--- config.mk ---
export PLATFORM = sky130hd
export DESIGN_NAME = pipeline_hazard_ctrl
export DESIGN_NICKNAME = d
export VERILOG_FILES = /design/src/rtl/pipeline_hazard_ctrl_pkg.sv /design/src/rtl/pipeline_hazard_ctrl_load_use.sv /design/src/rtl/pipeline_hazard_ctrl.sv
export SDC_FILE = /design/constraint.sdc
export NUM_CORES = 1
export LEC_CHECK = 0
export ABC_CLOCK_PERIOD_IN_PS = 4790
export BUFFER_PORTS_ARGS = -buffer_cell sky130_fd_sc_hd__buf_2
export CAP_MARGIN = 30
export CORE_AREA = 8 8 68 70
export DETAILED_ROUTE_END_ITERATION = 10
export DIE_AREA = 0 0 76 78
export HOLD_SLACK_MARGIN = 0.06
export PLACE_DENSITY = 0.72
export SYNTH_ARGS = -nofsm -noshare
export SYNTH_HDL_FRONTEND = slang
export SYNTH_SLANG_ARGS = --single-unit
--- constraint.sdc ---
create_clock -name clk -period 4.79 [get_ports clk]
set_input_delay 0.958 -clock clk [delete_from_list [all_inputs] [get_ports clk]]
set_output_delay 0.958 -clock clk [all_outputs]
set_load 0.02 [all_outputs]
--- src/rtl/pipeline_hazard_ctrl_pkg.sv ---
`default_nettype none
// ============================================================================
//  Module      : pipeline_hazard_ctrl_pkg
//  Description : Shared types and constants for the pipeline hazard
//                controller: FSM state encoding and register-index width.
//  Revision    : 1.0 - initial release
// ============================================================================
package pipeline_hazard_ctrl_pkg;

   // Width of an architectural register index (x0..x31)
   localparam int REG_W = 5;

   // Controller states
   typedef enum logic [1:0] {
      RUN      = 2'd0,
      MEM_WAIT = 2'd1,
      ERR      = 2'd2
   } state_t;

endpackage
`default_nettype wire

--- src/rtl/pipeline_hazard_ctrl_load_use.sv ---
`default_nettype none
// ============================================================================
//  Module      : hazard_load_use_detect
//  Description : Combinational load-use comparator. Flags when the load in EX
//                writes a non-zero register that the instruction in ID reads.
//  Revision    : 1.0 - initial release
// ============================================================================
module hazard_load_use_detect
   import pipeline_hazard_ctrl_pkg::*;
(
   input  logic [REG_W-1:0] ifid_rs1,
   input  logic [REG_W-1:0] ifid_rs2,
   input  logic             ifid_use_rs1,
   input  logic             ifid_use_rs2,
   input  logic             idex_memRead,
   input  logic [REG_W-1:0] idex_rd,
   output logic             hit
);

   logic w_rs1_match;
   logic w_rs2_match;
   logic w_rd_nonzero;

   // x0 is hard-wired to zero, so a load targeting it never creates a hazard
   assign w_rd_nonzero = (idex_rd != '0);
   assign w_rs1_match  = ifid_use_rs1 && (ifid_rs1 == idex_rd);
   assign w_rs2_match  = ifid_use_rs2 && (ifid_rs2 == idex_rd);
   assign hit          = idex_memRead && w_rd_nonzero && (w_rs1_match || w_rs2_match);

endmodule
`default_nettype wire

--- src/rtl/pipeline_hazard_ctrl.sv ---
`default_nettype none
// ============================================================================
//  Module      : pipeline_hazard_ctrl
//  Description : Stall/flush sequencer for the 5-stage pipeline. Resolves
//                load-use, EX redirect and multi-cycle MEM hazards, keeps a
//                sticky memory-timeout flag and a saturating stall counter.
//  Revision    : 1.0 - initial release
// ============================================================================
module pipeline_hazard_ctrl
   import pipeline_hazard_ctrl_pkg::*;
#(
   parameter int MEM_TIMEOUT = 15,
   parameter int STALL_CNT_W = 16
)(
   input  logic                   clk,
   input  logic                   rst,
   input  logic [REG_W-1:0]       ifid_rs1,
   input  logic [REG_W-1:0]       ifid_rs2,
   input  logic                   ifid_use_rs1,
   input  logic                   ifid_use_rs2,
   input  logic                   idex_memRead,
   input  logic [REG_W-1:0]       idex_rd,
   input  logic                   ex_redirect,
   input  logic                   exmem_memRead,
   input  logic                   exmem_memWrite,
   input  logic                   dmem_ready,
   output logic                   pc_write,
   output logic                   ifid_write,
   output logic                   ifid_flush,
   output logic                   idex_write,
   output logic                   idex_flush,
   output logic                   exmem_write,
   output logic                   memwb_bubble,
   output logic                   dmem_req,
   output logic                   mem_timeout,
   output logic [STALL_CNT_W-1:0] stall_count
);

   // Wide enough for the largest legal timeout (255)
   localparam int c_WAIT_W = 8;

   state_t                 r_state;
   logic [c_WAIT_W-1:0]    r_wait_cnt;
   logic                   r_mem_timeout;
   logic [STALL_CNT_W-1:0] r_stall_count;

   logic w_mem_access;
   logic w_load_use;
   logic w_mem_stall;

   hazard_load_use_detect u_load_use (
      .ifid_rs1     (ifid_rs1),
      .ifid_rs2     (ifid_rs2),
      .ifid_use_rs1 (ifid_use_rs1),
      .ifid_use_rs2 (ifid_use_rs2),
      .idex_memRead (idex_memRead),
      .idex_rd      (idex_rd),
      .hit          (w_load_use)
   );

   assign w_mem_access = exmem_memRead || exmem_memWrite;

   // In RUN only an incomplete access stalls; once waiting, anything short of
   // dmem_ready keeps the pipe frozen
   assign w_mem_stall = (r_state == MEM_WAIT) ? !dmem_ready
                                              : (w_mem_access && !dmem_ready);

   // Pipeline control decode from current state and hazard inputs; all zero in reset
   always_comb begin
      pc_write     = 1'b0;
      ifid_write   = 1'b0;
      ifid_flush   = 1'b0;
      idex_write   = 1'b0;
      idex_flush   = 1'b0;
      exmem_write  = 1'b0;
      memwb_bubble = 1'b0;
      dmem_req     = 1'b0;
      if (rst) begin
         case (r_state)
            RUN, MEM_WAIT: begin
               dmem_req = w_mem_access;
               if (w_mem_stall) begin
                  memwb_bubble = 1'b1;
               end else if (ex_redirect) begin
                  // ID instruction is squashed, so a coincident load-use is moot
                  pc_write    = 1'b1;
                  ifid_write  = 1'b1;
                  ifid_flush  = 1'b1;
                  idex_write  = 1'b1;
                  idex_flush  = 1'b1;
                  exmem_write = 1'b1;
               end else if (w_load_use) begin
                  // Hold PC and IF/ID, inject a single bubble into EX
                  idex_write  = 1'b1;
                  idex_flush  = 1'b1;
                  exmem_write = 1'b1;
               end else begin
                  pc_write    = 1'b1;
                  ifid_write  = 1'b1;
                  idex_write  = 1'b1;
                  exmem_write = 1'b1;
               end
            end
            default: begin
               // ERR: frozen, downstream sees bubbles, no memory traffic
               memwb_bubble = 1'b1;
            end
         endcase
      end
   end

   // State machine, wait counter and sticky timeout flag
   always_ff @(posedge clk or negedge rst) begin
      if (!rst) begin
         r_state       <= RUN;
         r_wait_cnt    <= '0;
         r_mem_timeout <= 1'b0;
      end else begin
         case (r_state)
            RUN: begin
               if (w_mem_stall) begin
                  r_state    <= MEM_WAIT;
                  r_wait_cnt <= c_WAIT_W'(1);
               end
            end
            MEM_WAIT: begin
               if (dmem_ready) begin
                  r_state    <= RUN;
                  r_wait_cnt <= '0;
               end else if (r_wait_cnt == c_WAIT_W'(MEM_TIMEOUT)) begin
                  r_state       <= ERR;
                  r_mem_timeout <= 1'b1;
               end else begin
                  r_wait_cnt <= r_wait_cnt + c_WAIT_W'(1);
               end
            end
            ERR: begin
               r_state <= ERR;
            end
            default: begin
               r_state <= ERR;
            end
         endcase
      end
   end

   // Saturating count of cycles in which the PC was held
   always_ff @(posedge clk or negedge rst) begin
      if (!rst) begin
         r_stall_count <= '0;
      end else if (!pc_write && (r_stall_count != {STALL_CNT_W{1'b1}})) begin
         r_stall_count <= r_stall_count + STALL_CNT_W'(1);
      end
   end

   assign mem_timeout = r_mem_timeout;
   assign stall_count = r_stall_count;

endmodule
`default_nettype wire

After elaboration in Yosys (flattened, before gate mapping)

Cells that the tools add are included.

Flip-flop bits (word level): 27
Word-level logic and storage cells: 63

$add $sub $neg: 2
Equal/unequal tests: 8
Muxes and demuxes: 31
Bitwise logic cells: 1
Reduce and logical (&&, ||, !) cells: 17

Operator list:

| kind                    | number |
|---|---|
| $mux W8                 | 3 |
| $mux W1                 | 23 |
| $add A16 B1 Y16 const B | 1 |
| $ne A16 B16 Y1 const B  | 1 |
| $pmux W8 S2             | 1 |
| $eq A5 B5 Y1            | 2 |
| $add A8 B1 Y8 const B   | 1 |
| $eq A8 B4 Y1 const B    | 1 |
| $logic_and A1 B1 Y1     | 6 |
| $mux W2                 | 3 |
| $reduce_and A3 Y1       | 2 |
| $reduce_bool A5 Y1      | 1 |
| $pmux W2 S2             | 1 |
| $ne A3 B2 Y1 const B    | 1 |
| $ne A3 B3 Y1 const B    | 1 |
| $eq A2 B1 Y1 const B    | 1 |
| $logic_not A1 Y1        | 2 |
| $logic_not A2 Y1        | 1 |
| $logic_or A1 B1 Y1      | 2 |
| $ne A2 B2 Y1 const B    | 1 |
| $reduce_and A2 Y1       | 1 |
| $reduce_bool A2 Y1      | 1 |
| $reduce_or A2 Y1        | 1 |
| $not A1 Y1              | 1 |

Logic depth before layout (Yosys ltp)

Gate-level depths: netlist of the first run.

Depth after elaboration: 11
Gate-level depth with buffers: 8
Mapped depth without buffers: 7

By module

Synthesis of the first run repeated with hierarchy kept, for this count alone.

Cell total of the unflattened synthesis: 152
Area total of the unflattened synthesis: 1532.7 µm²

By module, submodules not included:

| module                 | instances | cells each | area each (µm²) |
|---|---|---|---|
| pipeline_hazard_ctrl   | 1         | 135        | 1398.8 |
| hazard_load_use_detect | 1         | 17         | 133.9 |

Worst setup path before layout of the first run

Ideal clock, no wire load.

Kind: input to output
Start point: in exmem_memWrite
End point: out pc_write
Arrival time: 2.487 ns
Data required time: 3.832 ns
Slack: 1.345 ns
Cell stages on the path: 5
Buffers on the path: 1
Cell sequence: nor3_1 -> nor2_1 -> nor2_1 -> a21boi_1 -> buf_4

Cells in the longest elaborated chain, start to end: 6

Ends and longest elaborated chain:

| what                  | RTL line                   | RTL |
|---|---|---|
| start: declaration    | pipeline_hazard_ctrl.sv:25 | `input logic exmem_memWrite,` |
| $logic_or A1 B1 Y1    | pipeline_hazard_ctrl.sv:61 | `assign w_mem_access = exmem_memRead \|\| exmem_memWrite;` |
| $logic_and A1 B1 Y1   | pipeline_hazard_ctrl.sv:66 | `: (w_mem_access && !dmem_ready);` |
| $mux W1               | pipeline_hazard_ctrl.sv:65 | `assign w_mem_stall = (r_state == MEM_WAIT) ? !dmem_ready` |
| $mux W1 (3 in series) | -                          |  |
| end: declaration      | pipeline_hazard_ctrl.sv:27 | `output logic pc_write,` |

No other way between the ends.

Worst setup path in the final report of the first run

Start point: in rst
End point: out pc_write

Cells in the longest elaborated chain, start to end: 1

Ends and longest elaborated chain:

| what               | RTL line                   | RTL |
|---|---|---|
| start: declaration | pipeline_hazard_ctrl.sv:16 | `input logic rst,` |
| $mux W1            | pipeline_hazard_ctrl.sv:78 | `if (rst) begin` |

No other way between the ends.

==> reports/results.txt, run 1 <==
Status - finished, final reports clean
Main synth FF type - dfrtp_1
Ys async rst share - 100%
Pwr Density - 432 nW/um2
GRT Total Usage - 11.9%
Setup TNS - 0 ps
Post-CTS sizing - 0
Drt drc - 0
Post-synth top area share - 43.6%
Final Hold Fails - 0
Routed wl met2 - 1.80 mm
Area delta synth->final - 19.1%
Largest net degree at the start of global routing - 30
Area post-placement - 1820 um2
WP buf/inv - 2
Worst-skew pair later-pin latency - 320 ps
Tot Pwr - 0.000798 W
Top sig layer - met4
Slew @ Worst Pin - 623 ps
Syn Nets - 185
Skew final - 9.15 ps
CP startpoint kind - input port
Global-route wire length before repair - 5.92 mm
Max-Cap Viols - 0
Drt pass-1 iters - 4
Worst-path maximum fanout - 29
Via Count - 1,311
Max Clk Rate - 0.297 GHz
Final Cycle Share - 70.3%
Cell variety after synth - 40
Die width - 76 um
Inserted Diodes - 0
Mapped Cells - 159
Most common cell in the synthesized netlist - dfrtp_1
Starting Density - 43.6%
Hold WC Path Type - register to register
Max incr delay on CP - 490 ps
Post-synth top cells - dfrtp_1, nor2_1, xor2_1
Final slew viol count - 0
IO Count - 49
Cells along the critical path - buf_2 > nand2b_1 > nor2_1 > a21boi_1 > buf_2
Rel. slew slack - 58.4%
Fillers - 353
Simple-gate share of the synthesized area - 24.2%
Post-Layout Cell Count - 255
Vias/cell - 5.14
DR WL met3 - 95 um
Crit-path slowest cell - buf_2
Final setup fails - 0
# nets final - 234
Clock transition at path regs - 140 ps
Final Cell Area - 1850 um2
Congestion Overflow GR - 0
Post-synthesis compound-gate area fraction - 12.8%
Worst setup path class - input port to output pin
Routed wire per std cell - 13.6 um
RSZ-0062 raised after global routing - no
M1 WL - 1.51 mm
Site Rows - 22
Core Region - 3550 um2
CP endpoint kind - output pin
Post-CTS Setup Inserts - 0
Mux cell area share after synthesis - 0.727%
Number of placed instances, taps included - 251
Largest family of logic cells by synthesized area - simple AND/OR/NAND/NOR gates
Synth area leaders - dfrtp_1, xor2_1, xnor2_1, nor3_1, nor2_1
VDD IR-drop max - 0.324 mV
Vias in the first global route - 1,309
Root Driver - clkbuf_4
Mean area per synthesized cell - 9.74 um2
Area leader, netlist - dfrtp_1
Die Ht - 78 um
# H-tree levels - 1
CP required - 3830 ps
Post-Syn Area - 1550 um2
Antenna violations before repair - 0
XOR/XNOR Fraction of Synth Area - 14.1%
Placer Congestion - 0.742
Crit path setup slack, layout - 1420 ps
Post-DRT Antenna Nets - 0
Adder-cell area share of the yosys netlist - 1.62%
Share of cells above drive strength 1 - 27.5%
Leak pwr - 0.854 nW
Number of DRC markers in iteration 0 - 61
Crit path top cell by count - buf_2
Post-place setup slack - 1380 ps
Detailed Place HPWL - 2.70 mm
CP top delay family - buffers and inverters
Worst Path Arrival - 2410 ps
CTS Sinks - 27
Yosys reg bits - 27
Clock Path Buffers - 2
Post-synth EDFFs - 0
Sequential share of the synthesized area - 43.6%
Hold buffer count at CTS - 0
Port Buffers - 48
Crit path time final - 3370 ps
CTS tree - built
CTS buffer count - 3
Synth warn - 0
Routed Wire Length - 3.46 mm
Die ar. - 5930 um2
through the flow:
step	utilization, %	hold WS (ps)
after floorplan	-	445
after global placement	51.2	454
after detailed placement	51.2	460
after CTS	52.0	489
after global routing	52.0	528
final	52.0	487
worst reg2reg max path: cells and delay by family, from the launching register on:
family | cells | cell delay (ps)
fa+ha+maj | 1 | 250
simple gates | 3 | 660
mux | 1 | 360
compound gates | 1 | 410
flops | 1 | 430
cells in the final DEF (no fill, tap or decap), drive strengths merged, types with 4 or more instances in the layout:
cell,Yosys,routed
xnor2,12,12
dfrtp,27,27
nand2,11,11
buf,3,48
nor2,16,16
clkbuf,1,4
xor2,13,13
nand4,5,5
nand3,11,11
nor3,12,12
o21ai,6,6
inv,4,4
area by class of cell:
cell class | instances | area [um2] | share of cell area [%]
clock buffers | 4 | 26.3 | 1.42
inverters | 4 | 15.0 | 0.814
multi-input cells | 124 | 828 | 44.9
flip-flops and latches | 27 | 676 | 36.6
well taps | 48 | 60.1 | 3.25
repair buffers | 48 | 240 | 13.0
per-layer routing:
metal	up-vias	global-route usage (%)
met1	616	13.9
met4	0	4.12
met3	6	2.42
li1	668	-
met5	-	0
met2	21	20.9
report_power, final:
part,total (W),internal (W),leakage [nW],switching [W]
registers,0.000380,0.000292,0.326,0.0000883
clock network,0.0000966,0.0000326,0.0150,0.0000641
logic,0.000321,0.000123,0.513,0.000199
state kept, by name, indices dropped and copies added, names as in the netlist:
register / flops
stall_count: 16
r_wait_cnt: 8
r_state: 2
mem_timeout: 1
worst paths after layout:
path,from,to,slack (ps),cells past startpoint
hold reg to reg,r_wait_cnt[7]$_DFFE_PN0P_,r_wait_cnt[7]$_DFFE_PN0P_,490,1
setup / recovery,rst,pc_write,1420,5
min in group asynchronous,rst,mem_timeout$_DFFE_PN0P_,630,1
setup reg to reg,stall_count[0]$_DFFE_PN0P_,stall_count[1]$_DFFE_PN0P_,2580,6
hold / removal,r_wait_cnt[7]$_DFFE_PN0P_,r_wait_cnt[7]$_DFFE_PN0P_,490,1
max in group asynchronous,rst,stall_count[15]$_DFFE_PN0P_,3750,1
logic make-up after synthesis:
group,Yosys count
and+or+nand+nor,72
DFF,27
xor gates and xnor gates,25
AOI/OAI and AO/OA,24
buffers and inverters,8
adders and majority gates,2
muxes,1
(Power assumes the default switching activity.)
==> run 2: changes to the inputs <==
--- a/config.mk
+++ b/config.mk
@@ -5,7 +5,7 @@
 export SDC_FILE = /design/constraint.sdc
 export NUM_CORES = 1
 export LEC_CHECK = 0
-export ABC_CLOCK_PERIOD_IN_PS = 4790
+export ABC_CLOCK_PERIOD_IN_PS = 3300
 export BUFFER_PORTS_ARGS = -buffer_cell sky130_fd_sc_hd__buf_2
 export CAP_MARGIN = 30
 export CORE_AREA = 8 8 68 70
==> constraint.sdc (replaced) <==
create_clock -name clk -period 3.3 [get_ports clk]
set_input_delay 0.66 -clock clk [delete_from_list [all_inputs] [get_ports clk]]
set_output_delay 0.66 -clock clk [all_outputs]
set_load 0.02 [all_outputs]
==> run 2 against run 1 <==
  * Global-route usage rose by 0.14 points
  * Register-to-register slack got worse by 1500 ps
  * Clock skew rose by 4.1 ps
  * Count of clock-buffer cells in the layout did not move
  * Critical path type is now register to output pin
  * Largest cell class unchanged
  * Largest power group unchanged
  * Highest routed layer unchanged
==> reports/results.txt, run 2 (synthesis results as in run 1) <==
Status - finished, final reports clean
Inserted Diodes - 0 (unchanged)
Final slew viol count - 0 (unchanged)
Routed Wire Length - 3.39 mm (-2.1%)
GRT Total Usage - 12.0% (+0.14 points)
FF-to-FF Start - stall_count[0]$_DFFE_PN0P_
Final Cycle Share - 78.5%
Number of placed instances, taps included - 252 (+0.40%)
Vias in the first global route - 1,384 (+5.7%)
CP required - 2640 ps (-1190 ps)
Pwr Density - 624 nW/um2 (+44%)
Clock Path Buffers - 2 (unchanged)
Post-CTS sizing - 0 (unchanged)
Commonest cells after routing, fill and taps aside - buf_2, dfrtp_1, nor2_1, xor2_1
Skew final - 13.3 ps (+4.11 ps)
Post-place setup slack - 743 ps (-642 ps)
Clock power share - 12.3% (+0.2 points)
Hold WC Path Type - input port to async pin
Switching share of power - 43.8% (-0.16 points)
Final Hold Fails - 0 (unchanged)
Via Count - 1,316 (+0.38%)
Largest net degree at the start of global routing - 29 (-3.3%)
Core Region - 3550 um2 (unchanged)
Clock transition at path regs - 150 ps (about the same)
Reg-to-Reg End - stall_count[1]$_DFFE_PN0P_
Max-Cap Viols - 0 (unchanged)
CP startpoint kind - register
Leak pwr - 0.859 nW (+0.56%)
Worst-path maximum fanout - 7 (-76%)
Comb pwr share - 40.3% (about the same)
Fillers - 342 (-3.1%)
Setup TNS - 0 ps (unchanged)
Critical Path Sink - pc_write
Number of DRC markers in iteration 0 - 63 (+3.3%)
Slew @ Worst Pin - 481 ps (-142 ps)
Site Rows - 22 (unchanged)
Largest register FFs - 16 (unchanged)
Worst Reg2Reg Path Length in Cells - 6 (unchanged)
R2r setup slk - 1080 ps (-1500 ps)
VDD IR-drop max - 0.420 mV (+30%)
IO Count - 49 (unchanged)
Critical Path Source - r_state[0]$_DFFE_PN0P_
RSZ-0062 raised after global routing - no
Top sig layer - met4
Post-DRT Antenna Nets - 0 (unchanged)
Congestion Overflow GR - 0 (unchanged)
Worst-skew pair later-pin latency - 320 ps (about the same)
Routed wl met2 - 1.72 mm (-4.5%)
Placer Congestion - 0.784 (+5.7%)
Crit path setup slack, layout - 709 ps (-714 ps)
Detailed Place HPWL - 2.66 mm (-1.5%)
# H-tree levels - 1 (unchanged)
Die width - 76 um (unchanged)
Net Sw Power - 0.000507 W (+44%)
Rel. slew slack - 67.7% (+9.2 points)
Port Buffers - 48 (unchanged)
Global-route wire length before repair - 6.12 mm (+3.4%)
Post-CTS Setup Inserts - 0 (unchanged)
Routed wire per std cell - 13.2 um (-2.5%)
Drt drc - 0 (unchanged)
CP endpoint kind - output pin
Crit path time final - 2590 ps
M1 WL - 1.52 mm (+0.33%)
Max Clk Rate - 0.386 GHz
Tot Pwr - 0.00116 W (+45%)
# nets final - 235 (+0.43%)
CTS tree - built
Most common cell after layout, fill and taps aside - buf_2
DR WL met3 - 136 um (+43%)
Starting Density - 43.6% (unchanged)
Die ar. - 5930 um2 (unchanged)
Worst Path Arrival - 1930 ps (-480 ps)
Drt pass-1 iters - 4 (unchanged)
Die Ht - 78 um (unchanged)
Int Pwr - 0.000650 W (+45%)
Area delta synth->final - 19.6%
Register share of total power - 47.4% (-0.2 points)
CTS Sinks - 27 (unchanged)
Share of cells above drive strength 1 - 27.9% (+0.35 points)
Worst setup path class - register to output pin
Vias/cell - 5.14 (about the same)
Antenna violations before repair - 0 (unchanged)
Root Driver - clkbuf_4
Hold buffer count at CTS - 0 (unchanged)
CTS buffer count - 3 (unchanged)
Final setup fails - 0 (unchanged)
Post-Layout Cell Count - 256 (+0.39%)
run 2: cell types whose count changed in the layout (fill, tap and decap cells not counted):
cell,change
buf_4,+1
run 2: worst max-delay path, stage by stage, from the launching register on:
cell,delay [ps]
dfrtp_1,480
nor3_1,290
nor2_1,90
nor2_1,340
a21boi_1,230
buf_2,190
run 2: how the worst min path moves through the flow:
stage | end | slack (ps) | cells after the start
2_1_floorplan | mem_timeout$_DFFE_PN0P_ | 360 | 0
3_3_place_gp | mem_timeout$_DFFE_PN0P_ | 450 | 1
3_5_place_dp | mem_timeout$_DFFE_PN0P_ | 460 | 1
4_1_cts | r_wait_cnt[7]$_DFFE_PN0P_ | 330 | 2
5_1_grt | r_wait_cnt[6]$_DFFE_PN0P_ | 340 | 2
6_report | r_wait_cnt[7]$_DFFE_PN0P_ | 320 | 2
run 2: power by group through the flow:
stage	logic, W	clock network, W	registers, W
final	0.000466	0.000143	0.000548
after global routing	0.000524	0.000162	0.000568
after CTS	0.000476	0.000149	0.000549
after detailed placement	0.000475	0	0.000554
after global placement	0.000467	0	0.000554
after floorplan	0.000205	0	0.000646
run 2: per-layer routing:
layer  GRT usage [%]  up-vias
met1            13.8      626
met5               0        -
met3            3.00        2
met2            21.6       24
met4            2.94        0
li1                -      664
run 2: per-stage QoR:
step	hold slack (ps)	area (um2)	util, %
after CTS	326	1850	52.2
after detailed placement	459	1830	51.4
after global placement	454	1830	51.4
after floorplan	364	1550	-
final	319	1850	52.2
after global routing	344	1850	52.2
run 2: final cells by class:
cell class                      count  area (um2)  share of cell area, %
Inverter                            4        15.0                  0.810
Timing Repair Buffer               49         248                   13.4
Tap cell                           48        60.1                   3.24
Clock buffer                        4        26.3                   1.42
Sequential cell                    27         676                   36.5
Multi-Input combinational cell    124         828                   44.7
